<file path="config.mk">
export PLATFORM = sky130hd
export DESIGN_NAME = ma_stage
export DESIGN_NICKNAME = d
export VERILOG_FILES = /design/src/rtl/ma_stage.sv
export SDC_FILE = /design/constraint.sdc
export NUM_CORES = 1
export LEC_CHECK = 0
export BUFFER_PORTS_ARGS = -buffer_cell sky130_fd_sc_hd__buf_2
export CAP_MARGIN = 20
export CORE_AREA = 5 5 154 156
export CTS_BUF_LIST = sky130_fd_sc_hd__clkbuf_8
export CTS_CLUSTER_SIZE = 12
export DETAILED_ROUTE_END_ITERATION = 10
export DIE_AREA = 0 0 159 161
export SLEW_MARGIN = 30
export SYNTH_ARGS = -nofsm -noshare
export SYNTH_HDL_FRONTEND = slang
export SYNTH_SLANG_ARGS = --single-unit
</file>
<file path="constraint.sdc">
create_clock -name clk -period 2.15 [get_ports clk]
set_clock_uncertainty 0.15 [all_clocks]
set_input_delay 0.43 -clock clk [delete_from_list [all_inputs] [get_ports clk]]
set_output_delay 0.43 -clock clk [all_outputs]
set_load 0.02 [all_outputs]
</file>
<file path="src/rtl/ma_stage.sv">
// TinyRISC memory-access stage: issues loads/stores over a req/ack handshake,
// stalls upstream while an access is outstanding and flags misalignment/timeouts.
module ma_stage #(
  parameter int          ST_BIT   = 0,
  parameter int          LD_BIT   = 1,
  parameter int          WB_BIT   = 6,
  parameter int          TIMEOUT  = 16,
  parameter logic [31:0] NOP_INSN = 32'h6800_0000
) (
  input  logic        clk,
  input  logic        rst,
  input  logic [31:0] pc,
  input  logic [31:0] aluresult,
  input  logic [31:0] op2,
  input  logic [31:0] instruction,
  input  logic [21:0] control,
  output logic        dmem_req,
  output logic        dmem_we,
  output logic [31:0] dmem_addr,
  output logic [31:0] dmem_wdata,
  input  logic        dmem_ack,
  input  logic [31:0] dmem_rdata,
  output logic [31:0] pc_o,
  output logic [31:0] ldresult_o,
  output logic [31:0] aluresult_o,
  output logic [31:0] instruction_o,
  output logic [21:0] control_o,
  output logic        stall,
  output logic        misalign_err,
  output logic        bus_err
);

  localparam int CW = $clog2(TIMEOUT + 1);

  typedef enum logic [1:0] {
    S_IDLE = 2'd0,
    S_REQ  = 2'd1,
    S_DONE = 2'd2
  } state_t;

  state_t      r_state;
  state_t      w_state_nxt;
  logic [CW-1:0] r_cnt;
  logic [CW-1:0] w_cnt_inc;
  logic [31:0] r_ldata;
  logic        r_dmem_req;
  logic        r_dmem_we;
  logic [31:0] r_dmem_addr;
  logic [31:0] r_dmem_wdata;
  logic        r_misalign_err;
  logic        r_bus_err;
  logic        w_memop;
  logic        w_unaligned;
  logic        w_issue;
  logic        w_misalign;
  logic        w_ack;
  logic        w_timeout;
  logic [21:0] w_mem_mask;

  assign w_memop     = control[LD_BIT] | control[ST_BIT];
  assign w_unaligned = (aluresult[1:0] != 2'b00);
  assign w_cnt_inc   = r_cnt + CW'(1);
  assign w_mem_mask  = (22'd1 << LD_BIT) | (22'd1 << ST_BIT) | (22'd1 << WB_BIT);

  assign dmem_req     = r_dmem_req;
  assign dmem_we      = r_dmem_we;
  assign dmem_addr    = r_dmem_addr;
  assign dmem_wdata   = r_dmem_wdata;
  assign misalign_err = r_misalign_err;
  assign bus_err      = r_bus_err;

  // Next-state selection and the stage outputs (pass-through, bubble or result).
  always_comb begin
    w_state_nxt   = r_state;
    stall         = 1'b0;
    pc_o          = pc;
    aluresult_o   = aluresult;
    instruction_o = instruction;
    control_o     = control;
    ldresult_o    = 32'h0000_0000;
    w_issue       = 1'b0;
    w_misalign    = 1'b0;
    w_ack         = 1'b0;
    w_timeout     = 1'b0;
    case (r_state)
      S_IDLE: begin
        if (w_memop && w_unaligned) begin
          // Misaligned ops retire as harmless no-ops: no memory, no writeback.
          control_o  = control & ~w_mem_mask;
          w_misalign = 1'b1;
        end else if (w_memop) begin
          stall         = 1'b1;
          pc_o          = 32'h0000_0000;
          aluresult_o   = 32'h0000_0000;
          instruction_o = NOP_INSN;
          control_o     = 22'h00_0000;
          w_issue       = 1'b1;
          w_state_nxt   = S_REQ;
        end else begin
          w_state_nxt = S_IDLE;
        end
      end
      S_REQ: begin
        stall         = 1'b1;
        pc_o          = 32'h0000_0000;
        aluresult_o   = 32'h0000_0000;
        instruction_o = NOP_INSN;
        control_o     = 22'h00_0000;
        if (dmem_ack) begin
          w_ack       = 1'b1;
          w_state_nxt = S_DONE;
        end else if (w_cnt_inc == CW'(TIMEOUT)) begin
          w_timeout   = 1'b1;
          w_state_nxt = S_DONE;
        end else begin
          w_state_nxt = S_REQ;
        end
      end
      S_DONE: begin
        ldresult_o  = r_ldata;
        w_state_nxt = S_IDLE;
      end
      default: begin
        w_state_nxt = S_IDLE;
      end
    endcase
  end

  // State register.
  always_ff @(posedge clk) begin
    if (!rst) begin
      r_state <= S_IDLE;
    end else begin
      r_state <= w_state_nxt;
    end
  end

  // Memory request, wait counter, latched load data and sticky error flags.
  always_ff @(posedge clk) begin
    if (!rst) begin
      r_dmem_req     <= 1'b0;
      r_dmem_we      <= 1'b0;
      r_dmem_addr    <= 32'h0000_0000;
      r_dmem_wdata   <= 32'h0000_0000;
      r_cnt          <= '0;
      r_ldata        <= 32'h0000_0000;
      r_misalign_err <= 1'b0;
      r_bus_err      <= 1'b0;
    end else begin
      if (w_issue) begin
        r_dmem_req   <= 1'b1;
        r_dmem_we    <= control[ST_BIT];
        r_dmem_addr  <= aluresult;
        r_dmem_wdata <= op2;
        r_cnt        <= '0;
      end else if (r_state == S_REQ) begin
        r_cnt <= w_cnt_inc;
        if (w_ack) begin
          r_dmem_req <= 1'b0;
          r_ldata    <= r_dmem_we ? 32'h0000_0000 : dmem_rdata;
        end else if (w_timeout) begin
          r_dmem_req <= 1'b0;
          r_ldata    <= 32'hDEAD_BEEF;
          r_bus_err  <= 1'b1;
        end else begin
          r_dmem_req <= 1'b1;
        end
      end else begin
        r_cnt <= r_cnt;
      end
      if (w_misalign) begin
        r_misalign_err <= 1'b1;
      end else begin
        r_misalign_err <= r_misalign_err;
      end
    end
  end

endmodule

</file>
==> impl_metrics.tcl <==
set metrics [dict create \
    status "complete, but fails checks" \
    violations "setup timing" \
    finalWeightedCongestion 0.807 \
    path_clk_slew_ns 0.11 \
    synth_nets 811 \
    design_area_um2 8110 \
    vias_per_cell 4.33 \
    firstDrtPassIters 4 \
    core_um2 22200 \
    cts_tree "yes" \
    rsz0062_at_grt "true" \
    drtAntennaViolNets 0 \
    dieArea_um2 25600 \
    grt_antenna_before_repair 1 \
    synth_top_area_share_pct 42.0 \
    path_max_fanout 12 \
    start_kind "flip-flop" \
    synth.avg_cell_area_um2 8.17 \
    synth.ff_latch_count 107 \
    yosys-top-cells-count "nand2_1 (130), nor2b_1 (114), dfxtp_1 (107)" \
    p_leak_nw 4.13 \
    fin_util_pct 36.5 \
    synth_edf_count 0 \
    drv_slew 0 \
    yosysMostFrequentCell "nand2_1" \
    powerDensity_nw_per_um2 590 \
    start_util_pct 23.0 \
    holdWs_ns 0.0975 \
    synth-main-ff-cell "dfxtp_1" \
    drtIter0Drc 251 \
    crit_arrival_ns 1.58 \
    critPathCaptureType "output pin" \
    drive_gt1_share_pct 45.7 \
    synthesis.area_um2 5100 \
    port_buffers 403 \
    routed-via-count 5640 \
    hold_buffers 0 \
    synth_warnings 0 \
    fin_ws_ns -0.00978 \
    detail_route.wl_per_cell_um 15.3 \
    numCtsBuffers 9 \
    grt_pass1_vias 5500 \
    yosysSeqAreaShare_pct 42.0 \
    finalSetupViolCount 4 \
    slew_headroom_pct 51.3 \
    rows 55 \
    hpwl_um 14600 \
    place_inst 1277 \
    hold_viol_final 0 \
    cap_violations 0 \
    area_delta_synth_final_pct 59.0 \
    grt_pass1_wl_um 30400 \
    clock_latency_ns 0.38 \
    layout.nets 1199 \
    htreeDepth 3 \
    clock-sinks 107 \
    dieHeight_um 161 \
    worstSetupPathType "flip-flop to output pin" \
    drc 0 \
    finalCritPeriodShare_pct 100 \
    finalCriticalPeriod_ns 2.16 \
    synthCells 625 \
    overflow 0 \
    layout.cells.non_filler 1304 \
    root_buffer "clkbuf_8" \
    worst_slew_pin_slew_ns 0.731 \
    holdCritPathClass "input pin to flip-flop" \
    grt_max_degree 67 \
    synth_async_sr_flop_share_pct 0 \
    pre_cts_slack_ns -0.133 \
    totalWireLength_um 20000 \
    placed_cell_area_um2 7420 \
    ir_worst_vdd_mv 0.256 \
    yosysTopAreaCell "dfxtp_1" \
    max_clock_freq_mhz 463 \
    worstPathRequired_ns 1.57 \
    cts_max_path_buffers 2 \
    synth_cell_type_count 39 \
    ios 404 \
    globalRouteTotalUtil_pct 14.3 \
    die_w_um 159 \
    synth.area.top_cells "dfxtp_1 (42%), nor2b_1 (14%), nand2_1 (9.6%)" \
]
worst max-delay path, stage by stage (launching register included):
cell       delay (ns)
dfxtp_4          0.38
inv_4            0.04
a21oi_4          0.15
buf_12           0.20
clkbuf_16        0.19
nor2b_1          0.06
buf_4            0.15
placed cells by master (no fill, tap or decap), types with 2 or more instances in the layout:
| cell type | Yosys | final |
|---|---|---|
| clkinv_8 | 0 | 2 |
| a21boi_1 | 63 | 63 |
| clkbuf_8 | 0 | 9 |
| nor2_1 | 9 | 8 |
| buf_16 | 0 | 5 |
| nand2_1 | 130 | 130 |
| buf_12 | 0 | 6 |
| xor2_1 | 3 | 3 |
| a21oi_1 | 2 | 2 |
| o21a_1 | 3 | 3 |
| buf_4 | 3 | 58 |
| inv_1 | 24 | 24 |
| o21ai_0 | 20 | 20 |
| a22o_1 | 8 | 8 |
| buf_2 | 12 | 343 |
| buf_6 | 3 | 13 |
| clkbuf_16 | 0 | 3 |
| or2_1 | 3 | 3 |
| dfxtp_1 | 107 | 105 |
| nor2b_2 | 1 | 3 |
| nand3_1 | 2 | 2 |
| nor2b_1 | 114 | 111 |
| o21ai_1 | 7 | 7 |
| inv_8 | 0 | 2 |
| and2_1 | 36 | 29 |
| and3_1 | 2 | 2 |
| dfxtp_4 | 0 | 2 |
| o311a_1 | 24 | 24 |
| and2_4 | 0 | 7 |
final timing paths:
check | startpoint | to | slack (ns) | depth (start not counted)
worst max register to register | r_cnt[3] | r_ldata[17] | 0.35 | 4
worst min-delay path | dmem_rdata[14] | r_ldata[14] | 0.1 | 2
worst max-delay path | r_state[0] | control_o[3] | -0.01 | 6
worst min register to register | dmem_wdata[26] | dmem_wdata[26] | 0.31 | 2
kinds of logic after synthesis:
group	after synthesis	synth area share, %
buffers and inverters	76	6.55
adder cells (fa/ha/maj)	1	0.245
flip-flops	107	42.0
multiplexers	1	0.196
AO/OA/AOI/OAI	131	19.4
XOR/XNOR	4	0.687
AND/OR/NAND/NOR	305	31.0
layout make-up:
class | instances | area [um^2]
Fill cell | 2357 | 14100
Multi-Input combinational cell | 442 | 2670
Timing Repair Buffer | 428 | 2630
Sequential cell | 107 | 2150
Tap cell | 285 | 357
Clock buffer | 9 | 124
Inverter | 25 | 96.3
Clock inverter | 7 | 80.1
Antenna cell | 1 | 2.50
sequential cells by signal, summed over array words and instances (netlist names):
name and flops:
dmem_addr 32, dmem_wdata 32, r_ldata 32, r_cnt 5, r_state 2, bus_err 1
dmem_req 1, dmem_we 1, misalign_err 1
power by group:
group / internal [W] / switching (W)
clock: 0.000464 / 0.000812
sequential: 0.00207 / 0.0000467
combinational: 0.000604 / 0.000796
total: 0.00314 / 0.00165
repair_timing:
item / 4_1_cts / 5_1_grt
gates resized for setup: 19 / 80
setup buffers: 3 / 0
endpoints found under the setup margin: 145 / 149
pin swaps: 1 / 0
cloned: 4 / 3
per-layer routing:
metal	wire length (um)	vias to the layer above	GRT usage [%]
met2	9440	228	23.2
met1	8760	2593	18.6
met4	238	0	3.49
li1	-	2802	-
met3	1540	17	4.26
met5	0	-	0
metrics by stage:
| stage | TNS [ns] | total power [W] |
|---|---|---|
| after floorplan | -0.0717 | 0.00288 |
| after global placement | -2.47 | 0.00339 |
| after detailed placement | -9.44 | 0.00340 |
| after CTS | -1.34 | 0.00481 |
| after global routing | -8.29 | 0.00507 |
| final | -0.0221 | 0.00479 |
No activity file was read; power rests on OpenSTA's default activity.
